### src/rtl/ps2_rx.sv
// PS/2 device-to-host frame receiver: pin sync, ps2_clk deglitch, 11-bit deserialiser, byte/error strobes.
// Define PS2_RX_TIMEOUT_EN to enable the watchdog that aborts a stalled frame (err[3]).
module ps2_rx #(
    parameter int unsigned FILT_LEN    = 4,
    parameter int unsigned TIMEOUT_CYC = 50000
) (
    input  logic       clk,
    input  logic       rst,
    input  logic       ps2_clk,
    input  logic       ps2_data,
    output logic [7:0] scode,
    output logic       scode_en,
    output logic [7:0] err
);
    localparam int unsigned CNT_W = 3;

    typedef enum logic [1:0] {IDLE, DATA, PARITY, STOP} state_t;

    if (FILT_LEN < 2 || TIMEOUT_CYC < 2) begin : g_param_check
        $error("ps2_rx: FILT_LEN and TIMEOUT_CYC must both be >= 2");
    end

    logic [1:0]          clk_sync;
    logic [1:0]          data_sync;
    logic [FILT_LEN-1:0] clk_hist;
    logic                filt;
    logic                filt_q;
    logic                fall;
    logic                data_s;

    state_t           state, state_d;
    logic [CNT_W-1:0] cnt, cnt_d;
    logic             acc, acc_d;
    logic             par_ok, par_ok_d;
    logic [7:0]       byte_q, byte_d;
    logic [7:0]       scode_d;
    logic             scode_en_d;
    logic [7:0]       err_d;

    // Synchronisers and level filter reset high so release from reset never looks like an edge
    always_ff @(posedge clk or posedge rst) begin
        if (rst) begin
            clk_sync  <= '1;
            data_sync <= '1;
            clk_hist  <= '1;
            filt      <= 1'b1;
            filt_q    <= 1'b1;
        end else begin
            clk_sync  <= {clk_sync[0], ps2_clk};
            data_sync <= {data_sync[0], ps2_data};
            clk_hist  <= {clk_hist[FILT_LEN-2:0], clk_sync[1]};
            if (&clk_hist) begin
                filt <= 1'b1;
            end else if (~|clk_hist) begin
                filt <= 1'b0;
            end
            filt_q <= filt;
        end
    end

    assign fall   = filt_q & ~filt;
    assign data_s = data_sync[1];

`ifdef PS2_RX_TIMEOUT_EN
    localparam int unsigned WD_W = $clog2(TIMEOUT_CYC);

    logic            clk_edge;
    logic [WD_W-1:0] wdog, wdog_d;

    assign clk_edge = filt_q ^ filt;

    always_ff @(posedge clk or posedge rst) begin
        if (rst) begin
            wdog <= '0;
        end else begin
            wdog <= wdog_d;
        end
    end
`endif

    // FSM and output register
    always_ff @(posedge clk or posedge rst) begin
        if (rst) begin
            state    <= IDLE;
            cnt      <= '0;
            acc      <= 1'b0;
            par_ok   <= 1'b0;
            byte_q   <= '0;
            scode    <= '0;
            scode_en <= 1'b0;
            err      <= '0;
        end else begin
            state    <= state_d;
            cnt      <= cnt_d;
            acc      <= acc_d;
            par_ok   <= par_ok_d;
            byte_q   <= byte_d;
            scode    <= scode_d;
            scode_en <= scode_en_d;
            err      <= err_d;
        end
    end

    // Next state: every step is taken only on a filtered ps2_clk fall
    always_comb begin
        state_d    = state;
        cnt_d      = cnt;
        acc_d      = acc;
        par_ok_d   = par_ok;
        byte_d     = byte_q;
        scode_d    = scode;
        scode_en_d = 1'b0;
        err_d      = '0;

        if (fall) begin
            case (state)
                IDLE: begin
                    if (!data_s) begin
                        state_d = DATA;
                        cnt_d   = '0;
                        acc_d   = 1'b0;
                    end else begin
                        err_d[2] = 1'b1;
                    end
                end
                DATA: begin
                    byte_d[cnt] = data_s;
                    acc_d       = acc ^ data_s;
                    cnt_d       = cnt + CNT_W'(1);
                    if (cnt == CNT_W'(7)) begin
                        state_d = PARITY;
                    end
                end
                PARITY: begin
                    par_ok_d = acc ^ data_s;
                    state_d  = STOP;
                end
                STOP: begin
                    state_d = IDLE;
                    if (!data_s) begin
                        err_d[1] = 1'b1;
                    end else if (par_ok) begin
                        scode_d    = byte_q;
                        scode_en_d = 1'b1;
                    end else begin
                        err_d[0] = 1'b1;
                    end
                end
                default: state_d = IDLE;
            endcase
        end

`ifdef PS2_RX_TIMEOUT_EN
        // Timeout can only fire in a cycle with no filtered edge, so it never races a fall
        wdog_d = wdog;
        if (state == IDLE || clk_edge) begin
            wdog_d = '0;
        end else if (wdog == WD_W'(TIMEOUT_CYC - 1)) begin
            wdog_d   = '0;
            state_d  = IDLE;
            err_d[3] = 1'b1;
        end else begin
            wdog_d = wdog + WD_W'(1);
        end
`endif
    end

endmodule

### config.mk
export PLATFORM = sky130hd
export DESIGN_NAME = ps2_rx
export DESIGN_NICKNAME = d
export VERILOG_FILES = /design/src/rtl/ps2_rx.sv
export SDC_FILE = /design/constraint.sdc
export NUM_CORES = 1
export LEC_CHECK = 0
export BUFFER_PORTS_ARGS = -buffer_cell sky130_fd_sc_hd__buf_2
export CORE_UTILIZATION = 48
export CTS_CLUSTER_DIAMETER = 120
export DETAILED_ROUTE_END_ITERATION = 10
export GPL_TIMING_DRIVEN = 1
export PLACE_DENSITY_LB_ADDON = 0.1
export SKIP_LAST_GASP = 1
export SLEW_MARGIN = 40
export SYNTH_ARGS = -nofsm -noshare
export SYNTH_HDL_FRONTEND = slang
export SYNTH_SLANG_ARGS = --single-unit
### constraint.sdc
create_clock -name clk -period 4 [get_ports clk]
set_input_delay 1.2 -clock clk [delete_from_list [all_inputs] [get_ports clk]]
set_output_delay 1.2 -clock clk [all_outputs]
set_load 0.005 [all_outputs]
# After elaboration in Yosys (flattened, before gate mapping)
# Index checks and enable logic that the tools add are counted.
# totals
mem_bits_ro	0
ram_bits	0
wordCells	59
n_memories	0
latch_bits	0
reg_bits	37
out_inout_bits	17
# classes
n_reduce_logical	10
n_eq_ne	7
n_div	0
mul	0
mux	23
order_cmp	2
n_bitwise	3
n_shift	0
addsub	1
# op_table
operator	n
$mux 1	13
$bwmux 8	1
$pmux 2 s4	1
$reduce_and 4->1	2
$mux 2	3
$mux 3	2
$ne 2x2->1 const B	3
$pmux 3 s2	1
$reduce_and 3->1	2
$eq 2x2->1 const B	2
$lt 3x4->1 const B	1
$reduce_and 2->1	2
$reduce_or 4->1	1
$add 3x1->3 const B	1
$demux 1 s3	1
$eq 3x3->1 const B	1
$ge 3x1->1 const B	1
$eq 2x1->1 const B	1
$logic_not 2->1	1
$pmux 1 s2	1
$reduce_bool 2->1	1
$and 1x1->1	1
$logic_and 1x1->1	1
$not 1->1	1
$xor 1x1->1	1

# Longest topological paths before layout
# logic_depth
ltp_word	5
ltp_mapped	5
ltp_nobuf	5

# Worst setup path after synthesis
# No wires, ideal clock.
# synth_timing
kind	reg2out
startpoint	reg scode[0]
endpoint	out scode[0]
arrival_ns	0.358
slack_ns	2.442
stages_incl_launch_ff	1
required_ns	2.800
path_buffers	0
cell_sequence	dfrtp_1
# synth_rtl
item	line_no	text
start, declared	11	output logic [7:0] scode,
start signal, assigned	98	scode <= scode_d;
# No word-level cell between the ends.

# Final worst setup path
# layout_timing
startpoint	reg scode[6]
endpoint	out scode[6]
# No word-level cell between the ends.

==> summary.txt <==
Setup crit end kind: output pin
Syn Area/Cell: 14.1 µm²
Antenna Cells: 0
Die Wd: 60.4 µm
Global Route met1 Usage: 0.184
Power density over the cells: 469 mW/mm²
Crit path buf inv count: 1
Design Area, Final: 0.00173 mm²
Clock root cell: clkbuf_4
IO Port Bufs: 15
Asr flop ratio synth: 1.00
Critical path, cell by cell: buf_2
Post-synth cell types: 37
Detail Route Antenna Nets: 0
Max-capacitance violation count: 0
Hold Fails Final Rpt: 0
Global route overflow: 0
Largest net degree at the start of global routing: 38
Vias: 881
Number of synthesized flops with an enable pin: 0
Row Count: 20
CTS sink cnt: 37
Pleak: 0.871 nW
Vias/cell: 4.98
Hold Crit Class: reg2reg
Die area: 0.00364 mm²
Clk pwr share: 0.239
First DRT Iteration DRCs: 19
Dpl ws: 2.26 ns
Net count, final: 143
P_int: 0.573 mW
Sw frac: 0.291
Vias in the first global route: 927
Worst VDD drop: 0.000255 V
Clock slew at reported path FFs: 0.10 ns
Dpl hpwl: 1640 µm
Tcrit/Tclk final: 0.514
Global-route wire length before repair: 4050 µm
Flop pwr share: 0.575
Worst setup SP type: register
#FFs+latches synth: 37
DR WL/cell: 13.4 µm
Syn Inst Count: 116
Final cell utilization of the core: 0.547
Initial antenna violation count: 0
# IOs: 21
Reg2reg setup slack: 2.25 ns
Critical path's slowest cell: dfrtp_1
Multi-input logic area: 579 µm²
Commonest non-fill, non-tap cell in the layout: dfrtp_1
Max-slew violation count: 0
Fill count: 289
# setup viols final: 0
Delay-heaviest family, CP: flip-flops
Total CTS buffers: 5
Gr usage total: 0.158
Max H-tree Level: 2
Highest clock rate: 487 MHz
Final min period: 2.05 ns
Setup CP Type: reg2out
Initial Util: 0.519
P_sw: 0.235 mW
Logic pwr share: 0.186
Gr busiest metal: met2
DIE HEIGHT: 60.4 µm
Commonest register cell after synthesis: dfrtp_1
Setup tns final: 0 ns
Postcts setup bufs: 0
CTS tree: built
RSZ-0062 raised after global routing: no
GP Congestion: 0.721
Register area: 938 µm²
Core Box Area: 0.00315 mm²
Mapped Area: 0.00164 mm²
Share of layout cells above drive strength 1: 0.376
Most frequent cells in the layout: dfrtp_1 (27), buf_2 (15), mux2_2 (14), dfstp_2 (10), ha_1 (6)
Clock Path Buffers: 2
Sequential share of the synthesized area: 0.574
Worst-Skew Late Latency: 0.33 ns
Area grow syn2layout: 5.51%
Max incr delay on CP: 0.39 ns
Area post-placement: 0.00167 mm²
Post_cts resized: 0
Clock skew: 0.00507 ns
Worst EP required: 2.80 ns
Worst EP arrival: 0.85 ns
GRT met3 Usage: 0.0576
Hold buffers post-CTS: 0
Met2 usage: 0.262
Drt total wl: 2370 µm
Outcome: finished, final reports clean
Crit Path Max Fanout: 2
Residual DRC: 0
Ys Warns: 0
TritonRoute pass-1 iters: 4
Final WS setup: 1.95 ns
-- cell usage after synthesis, types with 2 or more instances --
library cell / count / area share
dfrtp_1: 27 / 0.41
mux2_2: 14 / 0.096
dfstp_2: 10 / 0.16
ha_1: 6 / 0.046
buf_4: 5 / 0.023
nor2_1: 5 / 0.011
a21oi_1: 4 / 0.012
inv_1: 4 / 0.0092
mux2_1: 4 / 0.028
nand2_1: 3 / 0.0069
a22o_1: 2 / 0.011
a31oi_1: 2 / 0.0076
and3_1: 2 / 0.0076
nand3_1: 2 / 0.0061
nand3b_1: 2 / 0.0092
nor3_1: 2 / 0.0061
nor3b_1: 2 / 0.0092
-- path summary, 6_finish.rpt --
path,endpoint,depth (start not counted),from
setup / recovery,scode[6],1,scode[6]$_DFFE_PP0P_
hold / removal,clk_sync[1]$_DFF_PP1_,0,clk_sync[0]$_DFF_PP1_
setup reg to reg,byte_q[3]$_DFFE_PP0P_,5,state[1]$_DFFE_PP0P_
hold reg to reg,clk_sync[1]$_DFF_PP1_,0,clk_sync[0]$_DFF_PP1_
max in group asynchronous,clk_hist[1]$_DFF_PP1_,3,rst
min in group asynchronous,scode[7]$_DFFE_PP0P_,3,rst
-- logic make-up (layout without fill, tap and decap cells) --
| group | count (synthesis) | in the layout | share of synthesized area |
|---|---|---|---|
| AOI/OAI and AO/OA | 9 | 9 | 0.0352 |
| xor gates and xnor gates | 1 | 1 | 0.00536 |
| adders and majority gates | 6 | 6 | 0.0459 |
| buffers and inverters | 14 | 27 | 0.0811 |
| DFF | 37 | 37 | 0.574 |
| muxes | 19 | 19 | 0.130 |
| other | 1 | 5 | 0.00229 |
| and+or+nand+nor | 29 | 29 | 0.126 |
-- routing by layer --
layer	share of wire	wire, µm
met1	0.44	1040
met2	0.51	1200
met3	0.039	93
met4	0.014	32
met5	0	0
-- sequential cells by signal, indices dropped and copies added (netlist names) --
register / cells
byte_q: 8
scode: 8
clk_hist: 4
cnt: 3
err: 3
clk_sync: 2
data_sync: 2
state: 2
acc: 1
filt: 1
filt_q: 1
par_ok: 1
scode_en: 1
-- area by class of cell --
| cell class | instances | area share |
|---|---|---|
| Multi-Input combinational cell | 69 | 0.336 |
| Sequential cell | 37 | 0.544 |
| Tap cell | 44 | 0.0319 |
| Inverter | 4 | 0.00870 |
| Clock buffer | 7 | 0.0319 |
| Timing Repair Buffer | 16 | 0.0479 |
-- power groups by stage --
stage / Sequential [mW] / Clock (mW) / Combinational (mW)
after floorplan: 0.455 / 0 / 0.151
after global placement: 0.469 / 0 / 0.144
after detailed placement: 0.473 / 0 / 0.153
after CTS: 0.466 / 0.204 / 0.154
after global routing: 0.471 / 0.219 / 0.171
final: 0.465 / 0.193 / 0.150
-- metrics by stage --
stage / cells / hold WS (ns) / total power [mW]
after floorplan: 120 / 0.345 / 0.607
after global placement: 170 / 0.348 / 0.613
after detailed placement: 170 / 0.349 / 0.626
after CTS: 177 / 0.363 / 0.824
after global routing: 177 / 0.365 / 0.862
final: 177 / 0.361 / 0.809
(Power assumes the default switching activity.)
